[src/rtl/rgb_pkg.sv]
// rgb_pkg: shared palette, FSM state encoding and level-scaling function for RGB colour sources
package rgb_pkg;
  localparam int NUM_COLORS = 6;
  localparam logic [7:0] PAL_R [0:NUM_COLORS-1] = '{8'hFF, 8'hFF, 8'h00, 8'h00, 8'h00, 8'hFF};
  localparam logic [7:0] PAL_G [0:NUM_COLORS-1] = '{8'h00, 8'hFF, 8'hFF, 8'hFF, 8'h00, 8'h00};
  localparam logic [7:0] PAL_B [0:NUM_COLORS-1] = '{8'h00, 8'h00, 8'h00, 8'hFF, 8'hFF, 8'hFF};
  typedef enum logic [2:0] {IDLE, RISE, HOLD, FALL, NEXT} state_e;
  // (c*L + c) >> 8 maps full scale to full scale and zero level to zero without a divider
  function automatic logic [7:0] scale(input logic [7:0] c, input logic [7:0] l);
    logic [15:0] p;
    p = 16'(c) * 16'(l) + 16'(c);
    return p[15:8];
  endfunction
endpackage

[src/rtl/rgb_tick_gen.sv]
// rgb_tick_gen: fade tick prescaler; clk, rst (async active-low), en in -> tick (one clk per TICK_DIV enabled clks)
module rgb_tick_gen #(
  parameter int TICK_DIV = 1250000
) (
  input  logic clk,
  input  logic rst,
  input  logic en,
  output logic tick
);
  localparam int W = $clog2(TICK_DIV);
  logic [W-1:0] cnt_q, cnt_d;
  always_comb begin
    tick  = en && (cnt_q == W'(TICK_DIV - 1));
    cnt_d = !en ? cnt_q : tick ? '0 : cnt_q + 1'b1;
  end
  always_ff @(posedge clk or negedge rst)
    if (!rst) cnt_q <= '0;
    else      cnt_q <= cnt_d;
endmodule

[src/rtl/rgb_fade_sequencer.sv]
// rgb_fade_sequencer: palette fade FSM producing six registered 8-bit PWM on-times for two RGB LEDs
// Ports: clk, rst (async active-low), en (run/freeze), mode (0 auto, 1 manual), adv (manual advance pulse)
//        -> R1/G1/B1_time_out (LED1), R2/G2/B2_time_out (LED2 crossfade), color_idx, busy (RISE/FALL)
module rgb_fade_sequencer
  import rgb_pkg::*;
#(
  parameter int TICK_DIV   = 1250000,
  parameter int STEP       = 4,
  parameter int HOLD_TICKS = 100
) (
  input  logic       clk,
  input  logic       rst,
  input  logic       en,
  input  logic       mode,
  input  logic       adv,
  output logic [7:0] R1_time_out,
  output logic [7:0] G1_time_out,
  output logic [7:0] B1_time_out,
  output logic [7:0] R2_time_out,
  output logic [7:0] G2_time_out,
  output logic [7:0] B2_time_out,
  output logic [2:0] color_idx,
  output logic       busy
);
  localparam int HW = $clog2(HOLD_TICKS + 1);
  localparam logic [HW-1:0] HT = HW'(HOLD_TICKS);
  localparam logic [7:0] S8 = 8'(STEP);
  state_e state_q, state_d;
  logic [7:0] lvl_q, lvl_d;
  logic [2:0] idx_q, idx_d, nidx;
  logic [HW-1:0] hold_q, hold_d;
  logic [7:0] out_q [6];
  logic [7:0] out_d [6];
  logic [2:0] cidx_q;
  logic [8:0] up;
  logic tick;

  rgb_tick_gen #(.TICK_DIV(TICK_DIV)) u_tick (.clk(clk), .rst(rst), .en(en), .tick(tick));

  always_comb begin
    state_d = state_q;
    lvl_d   = lvl_q;
    idx_d   = idx_q;
    hold_d  = hold_q;
    nidx    = (idx_q == 3'(NUM_COLORS - 1)) ? 3'd0 : idx_q + 3'd1;
    up      = {1'b0, lvl_q} + 9'(STEP);
    if (en)
      case (state_q)
        IDLE: state_d = RISE;
        RISE: if (tick) begin
          lvl_d   = (up >= 9'd255) ? 8'hFF : up[7:0];
          state_d = (up >= 9'd255) ? HOLD : RISE;
        end
        // hold_q == HT means expiry already happened in manual mode; mode and adv are re-sampled every clk
        HOLD: if (hold_q == HT) begin
          if (!mode || adv) begin
            state_d = FALL;
            hold_d  = '0;
          end
        end else if (tick) begin
          hold_d  = (hold_q + 1'b1 == HT && !mode) ? '0 : hold_q + 1'b1;
          state_d = (hold_q + 1'b1 == HT && !mode) ? FALL : HOLD;
        end
        FALL: if (tick) begin
          lvl_d   = (lvl_q <= S8) ? 8'd0 : lvl_q - S8;
          state_d = (lvl_q <= S8) ? NEXT : FALL;
        end
        NEXT: begin
          idx_d   = nidx;
          state_d = RISE;
        end
        default: state_d = IDLE;
      endcase
    out_d[0] = scale(PAL_R[idx_q], lvl_q);
    out_d[1] = scale(PAL_G[idx_q], lvl_q);
    out_d[2] = scale(PAL_B[idx_q], lvl_q);
    out_d[3] = scale(PAL_R[nidx], ~lvl_q);
    out_d[4] = scale(PAL_G[nidx], ~lvl_q);
    out_d[5] = scale(PAL_B[nidx], ~lvl_q);
  end

  always_ff @(posedge clk or negedge rst)
    if (!rst) begin
      state_q <= IDLE;
      lvl_q   <= '0;
      idx_q   <= '0;
      hold_q  <= '0;
      cidx_q  <= '0;
      for (int i = 0; i < 6; i++) out_q[i] <= '0;
    end else begin
      state_q <= state_d;
      lvl_q   <= lvl_d;
      idx_q   <= idx_d;
      hold_q  <= hold_d;
      cidx_q  <= idx_q;
      for (int i = 0; i < 6; i++) out_q[i] <= out_d[i];
    end

  assign R1_time_out = out_q[0];
  assign G1_time_out = out_q[1];
  assign B1_time_out = out_q[2];
  assign R2_time_out = out_q[3];
  assign G2_time_out = out_q[4];
  assign B2_time_out = out_q[5];
  assign color_idx   = cidx_q;
  assign busy        = (state_q == RISE) || (state_q == FALL);
endmodule

[config.mk]
export PLATFORM = sky130hd
export DESIGN_NAME = rgb_fade_sequencer
export DESIGN_NICKNAME = d
export VERILOG_FILES = /design/src/rtl/rgb_pkg.sv /design/src/rtl/rgb_tick_gen.sv /design/src/rtl/rgb_fade_sequencer.sv
export SDC_FILE = /design/constraint.sdc
export NUM_CORES = 1
export LEC_CHECK = 0
export CORE_MARGIN = 1.5
export CORE_UTILIZATION = 41
export DETAILED_ROUTE_END_ITERATION = 16
export SLEW_MARGIN = 5
export SYNTH_ARGS = -nofsm -noshare
export SYNTH_HDL_FRONTEND = slang
export SYNTH_HIERARCHICAL = 1
export SYNTH_SLANG_ARGS = --single-unit
[constraint.sdc]
create_clock -name clk -period 6.6 [get_ports clk]
set_input_delay 1.32 -clock clk [delete_from_list [all_inputs] [get_ports clk]]
set_output_delay 1.32 -clock clk [all_outputs]
set_load 0.02 [all_outputs]
# Word level (Yosys, flattened, before mapping)
# Memories as Yosys holds them, arrays and structs flattened.
# Index checks and enable logic that the tools add are counted.
# word_totals
register_bits,93
romBits,384
wordCells,100
memories,6
# op_classes
add_sub_neg,11
mul,6
order_cmp,4
n_eq_ne,13
muxes,32
n_bitwise,3
reduce_logical,13
# mem_list
name,words,width,rd,rd_ports_with_merged_regs,write_ports,line,rtl
(no name shown),8,8,1,0,0,rgb_fade_sequencer.sv:79,"out_d[5] = scale(PAL_B[nidx], ~lvl_q);"
(no name shown),8,8,1,0,0,rgb_fade_sequencer.sv:78,"out_d[4] = scale(PAL_G[nidx], ~lvl_q);"
(no name shown),8,8,1,0,0,rgb_fade_sequencer.sv:77,"out_d[3] = scale(PAL_R[nidx], ~lvl_q);"
(no name shown),8,8,1,0,0,rgb_fade_sequencer.sv:76,"out_d[2] = scale(PAL_B[idx_q], lvl_q);"
(no name shown),8,8,1,0,0,rgb_fade_sequencer.sv:75,"out_d[1] = scale(PAL_G[idx_q], lvl_q);"
(no name shown),8,8,1,0,0,rgb_fade_sequencer.sv:74,"out_d[0] = scale(PAL_R[idx_q], lvl_q);"
# ops
op,count
8-bit 2-to-1 mux,16
16-bit by 8-bit adder with 16-bit output,6
8-bit by 8-bit multiplier with 16-bit output,6
7-bit 2-to-1 mux,4
"21-bit by 1-bit adder with 21-bit output, second input constant",1
"21-bit equality test, second input constant",1
21-bit 2-to-1 mux,1
3-bit 2-to-1 mux,7
8-bit one-hot mux with 2 select lines,1
"7-bit equality test, second input constant",2
3-bit one-hot mux with 4 select lines,1
"8-bit by 3-bit adder with 9-bit output, second input constant",1
"9-bit by 8-bit >= comparator with 1-bit output, second input constant",1
"4-bit >= comparator, second input constant",2
"8-bit by 3-bit less-or-equal comparator with 1-bit output, second input constant",1
3-bit inverter with 4-bit output,2
8-bit inverter,1
4-bit AND reduction,2
"8-bit by 3-bit subtractor with 8-bit output, second input constant",1
"7-bit by 1-bit adder with 7-bit output, second input constant",1
"3-bit by 2-bit equality test with 1-bit output, second input constant",2
"3-bit equality test, second input constant",2
"3-bit inequality test, second input constant",2
5-bit AND reduction,1
13 further kinds,17

# Depth between registers and ports, before layout
# Gate-level depths: netlist of the first run.
# depth
depth_word,8
mapped_depth,26

# Hierarchy
# Netlist of the first run, hierarchy kept.
# by_module_without_submodules
mod,instances,cells_each,area_each_um2,seq_area_each_um2
rgb_fade_sequencer,1,1115,10542.6,1776.7
rgb_tick_gen,1,96,1047.3,525.5

# Least setup slack after synthesis of the first run
# No wires, ideal clock.
# synth_path
kind,register to register
from,reg idx_q[0]
to,"reg out_q, in the netlist R1_time_out[7]"
setup_ns,0.124
arrival_ns,5.499
required_ns,6.476
slack_ns,0.978
stages_incl_launch_ff,24
cell_sequence,dfrtp_1 buf_6 nand2b_1 nand2_1 inv_1 clkbuf_1 nand2_1 inv_1 fa_1 inv_1 fa_1 inv_1 fa_1 inv_1 fa_1 inv_1 ha_1 a21oi_1 nor2b_1 a311o_1 a21o_1 a21o_1 a21oi_2 o21ai_1
# synth_rtl
element,line,rtl
start: declaration,rgb_fade_sequencer.sv:30,"logic [2:0] idx_q, idx_d, nidx;"
start signal: assignment,rgb_fade_sequencer.sv:93,idx_q <= idx_d;
end: declaration,rgb_fade_sequencer.sv:32,logic [7:0] out_q [6];

==> results of run 1 <==
[path summary, 6_finish.rpt]
path / startpoint / to / slack, ps / cells past startpoint
min in group asynchronous: rst / B1_time_out[2] / 880 / 1
max in group asynchronous: rst / G1_time_out[2] / 4560 / 2
max: idx_q[0] / R2_time_out[6] / 540 / 21
min: idx_q[2] / color_idx[2] / 510 / 0
min reg2reg: idx_q[2] / color_idx[2] / 510 / 0
max reg2reg: idx_q[0] / R2_time_out[6] / 540 / 21
[cell families after synthesis]
kind of cell / count (synthesis) / share of synthesized area
compound gates: 165 / 0.09857
xor+xnor: 80 / 0.06046
fa+ha+maj: 319 / 0.4253
buf+inv: 275 / 0.09090
flops: 92 / 0.1986
mux: 6 / 0.005182
simple gates: 274 / 0.1209
[registers in the layout (all words and copies together), names as in the netlist]
register and flops:
color_idx 3, u_tick/cnt_q 21, B2_time_out 8, idx_q 3
state_q 3, B1_time_out 8, G1_time_out 8, G2_time_out 8
R2_time_out 8, hold_q 7, R1_time_out 8, lvl_q 7
[report_power, final]
| part | switching, W | internal (W) |
|---|---|---|
| combinational | 0.000387 | 0.000323 |
| clock | 0.000284 | 0.000267 |
| sequential | 0.0000471 | 0.000637 |
| total | 0.000718 | 0.00123 |
[layout make-up]
type,instances,share of cell area
Multi-Input combinational cell,844,0.6392
Sequential cell,92,0.1787
Inverter,255,0.07440
Timing Repair Buffer,65,0.04856
Tap cell,378,0.03671
Clock buffer,9,0.01748
Clock inverter,7,0.004953
[critical path, cell delays in order (launching register included)]
cell	delay [ps]
dfrtp_1	530
nand2_1	90
ha_1	390
nand2_1	80
a21boi_0	380
nand2b_1	420
nor2_1	120
ha_1	340
xnor2_1	330
inv_1	110
fa_1	540
inv_1	50
fa_1	550
fa_1	420
ha_1	330
a2111oi_0	350
o21ai_1	160
nand2_1	100
o21ai_1	120
a21bo_2	250
a21oi_1	170
xnor2_1	130
[routing by layer]
layer | track usage | share of wire | vias to the layer above
met5 | 0 | 0 | -
met4 | 0.04043 | 0.010 | 0
met3 | 0.02660 | 0.037 | 18
met2 | 0.2775 | 0.49 | 85
met1 | 0.2188 | 0.47 | 3845
li1 | - | - | 4037
[cell usage in the layout, fill, tap and decap left out, drive strengths merged, types with 6 or more instances in the layout]
cell type	Yosys	final
a211oi	6	6
a21o	16	16
a21oi	46	46
and2	8	8
and3	10	10
buf	8	10
clkbuf	12	9
clkdlybuf4s50	0	55
dfrtp	92	92
fa	125	125
ha	194	194
inv	254	259
mux2i	6	6
nand2	62	62
nand2b	20	20
nand3	11	11
nand4	10	10
nor2	100	100
nor2b	8	8
nor3	11	11
o21a	8	8
o21ai	39	39
xnor2	49	49
xor2	31	31
[stage by stage]
stage / utilization / power (W) / std cells
after floorplan: - / 0.001198 / 1211
after global placement: 0.4533 / 0.001406 / 1634
after detailed placement: 0.4533 / 0.001412 / 1634
after CTS: 0.4637 / 0.001979 / 1650
after global routing: 0.4637 / 0.002098 / 1650
final: 0.4637 / 0.001945 / 1650
==> results.md, run 1 <==
- Cell taking the most area after synthesis: fa_1
- Row Count: 61
- Total of fill cells in the finished design: 2740
- Post-Syn Area per Cell: about 9.6 um^2
- Synth top area share: 0.2159
- Hold buffers post-CTS: 0
- Area grow syn2layout: 11.15%
- Skew-Pair Late Insertion Delay: 370 ps
- Synth Register Bits: around 90
- Mapped cell area: 11590 um^2
- Synth top cells by count: inv_1, ha_1, fa_1
- Critical Path RT: 6900 ps
- DP Wirelength: between 15 and 20 mm
- Worst Clk Skew: between 10 and 15 ps
- DRC errors left: 0
- DIE HEIGHT: 171.1 um
- Post-cts sizing count: 0
- Setup TNS: 0 ps
- Synth unique cells: 91
- Gp weighted congestion: roughly 0.8
- Antenna Cells: 0
- CTS max path bufs: 2
- Worst Max-Slew Pin Slew: about 810 ps
- DR vias/cell: approximately 4.8
- Final hold slack: around 500 ps
- Area contributors post-synth: fa_1, ha_1, dfrtp_1
- Final wirelength: about 22 mm
- CTS tree: built
- Final setup margin: 535.1 ps
- Pre-CTS WS: roughly 530 ps
- DR vias: about 8000
- Type of origin of the critical path: register
- Largest net degree at the start of global routing: 64
- RSZ-0062 raised after global routing: false
- CP Class: register to register
- Async SR Flop Fraction: 1.000
- Placement Cell Area: 12590 um^2
- Cell count after synthesis: between 1000 and 1500
- Starting DRC count in detailed routing: 359
- Post-CTS Repair Setup Buffers: 0
- Starting density of the core: 0.4172
- Clock root buffer: clkbuf_16
- Clock H-tree levels: 3
- Yosys Warn Count: 6
- Max FO, Critical Path: 12
- Layout net count: roughly 1600
- Slew headroom: 0.4600
- Worst vdd ir: roughly 0.1 mV
- FF/Latch Area: 2302 um^2
- Worst hold path type: register to register
- Share of cells above drive strength 1: 0.04324
- First-pass GRT wire length: ~39 mm
- PD cells: 151.0 nW/um^2
- Initial antenna violation count: 0
- Ports: 57
- CTS Buf Count: 9
- Fin area: roughly 13000 um^2
- CTS Sinks: slightly above 90
- Chip width: roughly 170 um
- Max Freq: ~160 MHz
- Syn Nets: 1535
- Vias in the first global route: ~8300
- Setup violators final: 0
- EDFF count, synth: 0
- TritonRoute pass-1 iters: 4
- Pins Over Slew Limit: 0
- Tot GR Track Use: 0.1641
- Final hold viol count: 0
- Outcome: finished clean
- Part of the cycle the worst path needs: 0.9189
- Global route total overflow: 0
- CP arrival: approximately 6400 ps
- Port bufs: 56
- Die ar.: approximately 29000 um^2
- Top FF cell, synth: dfrtp_1
- DRT antenna net count: 0
- Worst-path clk slew: 90 ps
- Placeable core area: 27780 um^2
- Area of the multi-input gates: between 8000 and 9000 um^2
- Most frequent cell after synthesis: inv_1
- Min cycle time layout: between 6000 and 7000 ps
- DR WL/cell: 13.05 um
- LEAKAGE: just under 7 nW
- CP endpoint kind: register
- Post-synthesis sequential area ratio: 0.1986
- Max-cap viol count: 0
(Power assumes the default switching activity.)
==> run 2, diff against run 1 <==
--- a/config.mk
+++ b/config.mk
@@ -5,6 +5,7 @@
 export SDC_FILE = /design/constraint.sdc
 export NUM_CORES = 1
 export LEC_CHECK = 0
+export CORE_ASPECT_RATIO = 1.4
 export CORE_MARGIN = 1.5
 export CORE_UTILIZATION = 41
 export DETAILED_ROUTE_END_ITERATION = 16
==> constraint.sdc (replaced) <==
create_clock -name clk -period 6.8 [get_ports clk]
set_input_delay 1.36 -clock clk [delete_from_list [all_inputs] [get_ports clk]]
set_output_delay 1.36 -clock clk [all_outputs]
set_load 0.02 [all_outputs]
==> results.md, run 2 (synthesis results as in run 1) <==
- Finished Core Util: 0.4632
- RSZ-0062 raised after global routing: false
- Clock root buffer: clkbuf_16
- Reg2Reg Launch Point: idx_q[0]
- Gp weighted congestion: ~0.81
- Commonest cells after routing, fill and taps aside: inv_1, ha_1, fa_1
- Starting DRC count in detailed routing: 247
- Layout net count: between 1500 and 2000
- R2R Setup Slk: 720 ps
- DRC errors left: 0
- DR vias/cell: between 4 and 5
- Hold buffers post-CTS: 0
- R2R depth: 22
- TritonRoute pass-1 iters: 4
- Part of the cycle the worst path needs: 0.8935
- Worst Hold End: u_tick/cnt_q[15]
- Placement Cell Area: ~13000 um^2
- DR WL/cell: around 14 um
- Skew-Pair Late Insertion Delay: 380 ps
- Outcome: finished clean
- CP arrival: ~6400 ps
- Area of the multi-input gates: about 8000 um^2
- Max Freq: 164.6 MHz
- Worst Max-Slew Pin Slew: just under 800 ps
- Placeable core area: about 28000 um^2
- Final hold slack: 502.5 ps
- Area grow syn2layout: 10.90%
- Ports: 57
- Port bufs: 56
- Post-cts sizing count: 0
- CTS Sinks: 92
- WP depth: 22
- Commonest non-fill, non-tap cell in the layout: inv_1
- Critical path cell sequence: nand2_1 -> ha_1 -> nand2_1 -> a21boi_0 -> nand2b_1 -> nor2_1 -> ha_1 -> nand2b_1 -> fa_1 -> inv_1 -> fa_1 -> inv_1 -> fa_1 -> ha_1 -> a21o_1 -> a2111oi_0 -> o21ai_1 -> nand2_1 -> o21ai_1 -> a21bo_2 -> a21oi_1 -> xnor2_1
- Family with the most delay on the worst path: adder cells
- Setup TNS: 0 ps
- CTS Buf Count: 9
- Final wirelength: around 22 mm
- WHS Path Cells: 1
- Tot GR Track Use: 0.1654
- Worst vdd ir: roughly 0.12 mV
- Clock H-tree levels: 3
- Starting density of the core: 0.4177
- Worst Path Buf+Inv: 2
- Setup violators final: 0
- DRT antenna net count: 0
- Chip width: about 150 um
- Critical Path RT: 7100 ps
- Pins Over Slew Limit: 0
- Total of fill cells in the finished design: around 2700
- Global route total overflow: 0
- PD cells: approximately 150 nW/um^2
- DR vias: between 8000 and 9000
- Final hold viol count: 0
- Slowest CP cell: fa_1
- Largest net degree at the start of global routing: 63
- Worst-path clk slew: 80 ps
- Fin area: 12850 um^2
- Min cycle time layout: 6076 ps
- DP Wirelength: 18.43 mm
- Vias in the first global route: between 8000 and 9000
- First-pass GRT wire length: just under 40 mm
- Worst hold path type: register to register
- Critical path's largest stage delay: about 600 ps
- Max reg flops: 21
- Max FO, Critical Path: 12
- Worst setup path startpoint: idx_q[0]
- FF-to-FF End: R2_time_out[6]
- Worst Clk Skew: between 10 and 15 ps
- Antenna Cells: 0
- CTS tree: built
- Row Count: 72
- Type of origin of the critical path: register
- FF/Latch Area: around 2300 um^2
- Hold Path Origin: u_tick/cnt_q[15]
- Slew headroom: 0.4747
- CTS max path bufs: 2
- Share of cells above drive strength 1: 0.04022
- CP endpoint kind: register
- DIE HEIGHT: roughly 200 um
- Total power: between 0.0015 and 0.002 W
- Die ar.: just under 30000 um^2
- LEAKAGE: roughly 6.9 nW
- Post-CTS Repair Setup Buffers: 0
- Initial antenna violation count: 0
- Max-cap viol count: 0
- Top reg by flops: u_tick/cnt_q
- CP Class: register to register
[run 2: cell types whose count changed in the layout (fill, tap and decap cells not counted), sizes merged]
cell	previous run	this run
inv	259	258
clkinv	2	3
buf	10	6
[run 2: per-stage QoR]
stage                     worst slack (ps)  cells
after floorplan                       1178   1211
after global placement               831.9   1622
after detailed placement             725.0   1622
after CTS                            696.4   1638
after global routing                 135.9   1638
final                                723.9   1638
[run 2: how the worst max path moves through the flow]
| stage | end | slack [ps] |
|---|---|---|
| floorplan | R1_time_out[7] | 1180 |
| global placement | R2_time_out[6] | 830 |
| detailed placement | R1_time_out[6] | 730 |
| CTS | R2_time_out[6] | 700 |
| global route | R2_time_out[6] | 140 |
| finish | R2_time_out[6] | 720 |
[run 2: routing by layer]
metal  global-route usage  share of wire  routed length, um  vias up
li1                     -              -                  -     4032
met1               0.1969           0.43               9694     3907
met2               0.3055           0.53              11860       95
met3              0.01851          0.019                436       26
met4              0.06050          0.019                428        0
met5                    0              0                  0        -
[run 2: area by class of cell]
cell class | instances | area share
Multi-Input combinational cell | 844 | 0.6406
Sequential cell | 92 | 0.1791
Inverter | 255 | 0.07456
Timing Repair Buffer | 61 | 0.04633
Tap cell | 370 | 0.03602
Clock buffer | 9 | 0.01752
Clock inverter | 7 | 0.005841
[run 2: report_power, final]
group | internal (W) | switching [W]
registers | 0.000618 | 0.0000449
clock network | 0.000261 | 0.000271
logic | 0.000314 | 0.000400
[run 2: worst register-to-register path, delay by kind of cell, from the launching register on]
| kind | cells | cell delay [ps] |
|---|---|---|
| adder cells (fa/ha/maj) | 6 | 2520 |
| XOR/XNOR | 1 | 130 |
| AND/OR/NAND/NOR | 6 | 1060 |
| flip-flops | 1 | 550 |
| AO/OA/AOI/OAI | 7 | 1610 |
| buffers and inverters | 2 | 130 |
==> run 3, diff against run 2 <==
--- a/config.mk
+++ b/config.mk
@@ -9,7 +9,7 @@
 export CORE_MARGIN = 1.5
 export CORE_UTILIZATION = 41
 export DETAILED_ROUTE_END_ITERATION = 16
-export SLEW_MARGIN = 5
+export REMOVE_ABC_BUFFERS = 1
 export SYNTH_ARGS = -nofsm -noshare
 export SYNTH_HDL_FRONTEND = slang
 export SYNTH_HIERARCHICAL = 1
==> results.md, run 3 (synthesis results as in run 1) <==
- Skew-Pair Late Insertion Delay: approximately 370 ps
- Global route total overflow: 0
- DR WL/cell: roughly 14 um
- Chip width: 145.1 um
- Max Freq: roughly 160 MHz
- Die ar.: just under 30000 um^2
- Max FO, Critical Path: 12
- Post-cts sizing count: 0
- Clock H-tree levels: 3
- Final wirelength: 22.17 mm
- DRC errors left: 0
- Layout net count: between 1500 and 2000
- Share of cells above drive strength 1: 0.04019
- Min cycle time layout: 6067 ps
- CP endpoint kind: register
- Hold buffers post-CTS: 0
- Setup violators final: 0
- CP arrival: between 6000 and 7000 ps
- Part of the cycle the worst path needs: 0.8922
- TritonRoute pass-1 iters: 4
- Worst vdd ir: ~0.14 mV
- Commonest non-fill, non-tap cell in the layout: inv_1
- Antenna Cells: 0
- CTS Sinks: a little over 90
- Worst hold path type: register to register
- Placeable core area: approximately 28000 um^2
- Worst-path clk slew: approximately 70 ps
- Max-cap viol count: 0
- CTS tree: built
- Max reg flops: 21
- Gp weighted congestion: between 0.8 and 0.9
- CTS Buf Count: 9
- Vias in the first global route: approximately 8500
- Ports: between 50 and 60
- Critical Path RT: approximately 7100 ps
- DRT antenna net count: 0
- Outcome: finished clean
- DP Wirelength: 17.94 mm
- DR vias/cell: about 4.9
- CP Class: register to register
- Area of the multi-input gates: around 8000 um^2
- Slew headroom: 0.4626
- Finished Core Util: 0.4637
- Type of origin of the critical path: register
- Clock root buffer: clkbuf_16
- DR vias: ~8000
- Worst Clk Skew: 12.19 ps
- First-pass GRT wire length: around 40 mm
- Area grow syn2layout: 11.00%
- Tot GR Track Use: 0.1651
- Row Count: 72
- Port bufs: 56
- Worst Max-Slew Pin Slew: between 800 and 900 ps
- Commonest cells after routing, fill and taps aside: inv_1, ha_1, fa_1
- Top reg by flops: u_tick/cnt_q
- Initial antenna violation count: 0
- FF/Latch Area: 2302 um^2
- CTS max path bufs: 2
- Starting DRC count in detailed routing: between 200 and 250
- Total of fill cells in the finished design: around 2700
- PD cells: approximately 150 nW/um^2
- RSZ-0062 raised after global routing: false
- Starting density of the core: 0.4177
- LEAKAGE: around 6.9 nW
- Post-CTS Repair Setup Buffers: 0
- Pins Over Slew Limit: 0
- Largest net degree at the start of global routing: 64
- Final hold viol count: 0
- DIE HEIGHT: between 200 and 250 um
- Setup TNS: 0 ps
run 3: changes by cell type in the layout (fill, tap and decap cells not counted), sizes merged:
cell / previous run / this run
buf: 6 / 7
bufinv: 0 / 1
clkbuf: 9 / 10
clkinv: 3 / 1
run 3: layout make-up:
| class | count | share of cell area |
|---|---|---|
| sequential | 92 | 0.1790 |
| clock buffer | 10 | 0.01780 |
| timing repair buffer | 62 | 0.04688 |
| multi-input combinational | 844 | 0.6401 |
| tap | 370 | 0.03599 |
| inverter | 255 | 0.07450 |
| clock inverter | 6 | 0.005835 |
run 3: per-layer routing:
layer,GRT usage,wire [um]
met1,0.2015,9538
met2,0.3028,11840
met3,0.02144,458
met4,0.04810,336
met5,0,0
run 3: per-stage QoR:
| step | hold WS [ps] | power (W) | setup slack [ps] | cells | instance area, um^2 |
|---|---|---|---|---|---|
| floorplan | 457.2 | 0.001161 | 1244 | 1191 | 11490 |
| global placement | 482.8 | 0.001383 | 785.0 | 1623 | 12560 |
| detailed placement | 481.9 | 0.001389 | 686.1 | 1623 | 12560 |
| CTS | 499.6 | 0.001961 | 671.6 | 1639 | 12860 |
| global route | 529.6 | 0.002074 | 86.19 | 1639 | 12860 |
| finish | 500.5 | 0.001918 | 732.8 | 1639 | 12860 |
run 3: worst max-delay path, cell delays in order, from the launching register on:
cell       delay [ps]
dfrtp_1           530
nand2_1           100
ha_1              380
nand2_1            70
a21boi_0          340
nand2b_1          450
nor2_1            120
ha_1              340
xnor2_1           330
inv_1             110
fa_1              540
inv_1              50
fa_1              560
fa_1              420
ha_1              330
a2111oi_0         340
o21ai_1           180
nand2_1            90
o21ai_1           130
a21bo_2           250
a21oi_1           180
xnor2_1           140
run 3: path summary, 6_finish.rpt:
path | slack, ps | start | cells after the start | endpoint
max | 730 | idx_q[0] | 21 | R2_time_out[6]
min | 500 | u_tick/cnt_q[15] | 1 | u_tick/cnt_q[15]
max reg2reg | 730 | idx_q[0] | 21 | R2_time_out[6]
min reg2reg | 500 | u_tick/cnt_q[15] | 1 | u_tick/cnt_q[15]
max in group asynchronous | 4710 | rst | 2 | R1_time_out[0]
min in group asynchronous | 930 | rst | 1 | B1_time_out[2]
run 3: power breakdown:
part / switching, W / leakage [nW] / internal (W) / total, W
clock: 0.000257 / 0.146 / 0.000293 / 0.000549
combinational: 0.000389 / 5.59 / 0.000315 / 0.000703
sequential: 0.0000469 / 1.18 / 0.000618 / 0.000665
total: 0.000692 / 6.91 / 0.00123 / 0.00192
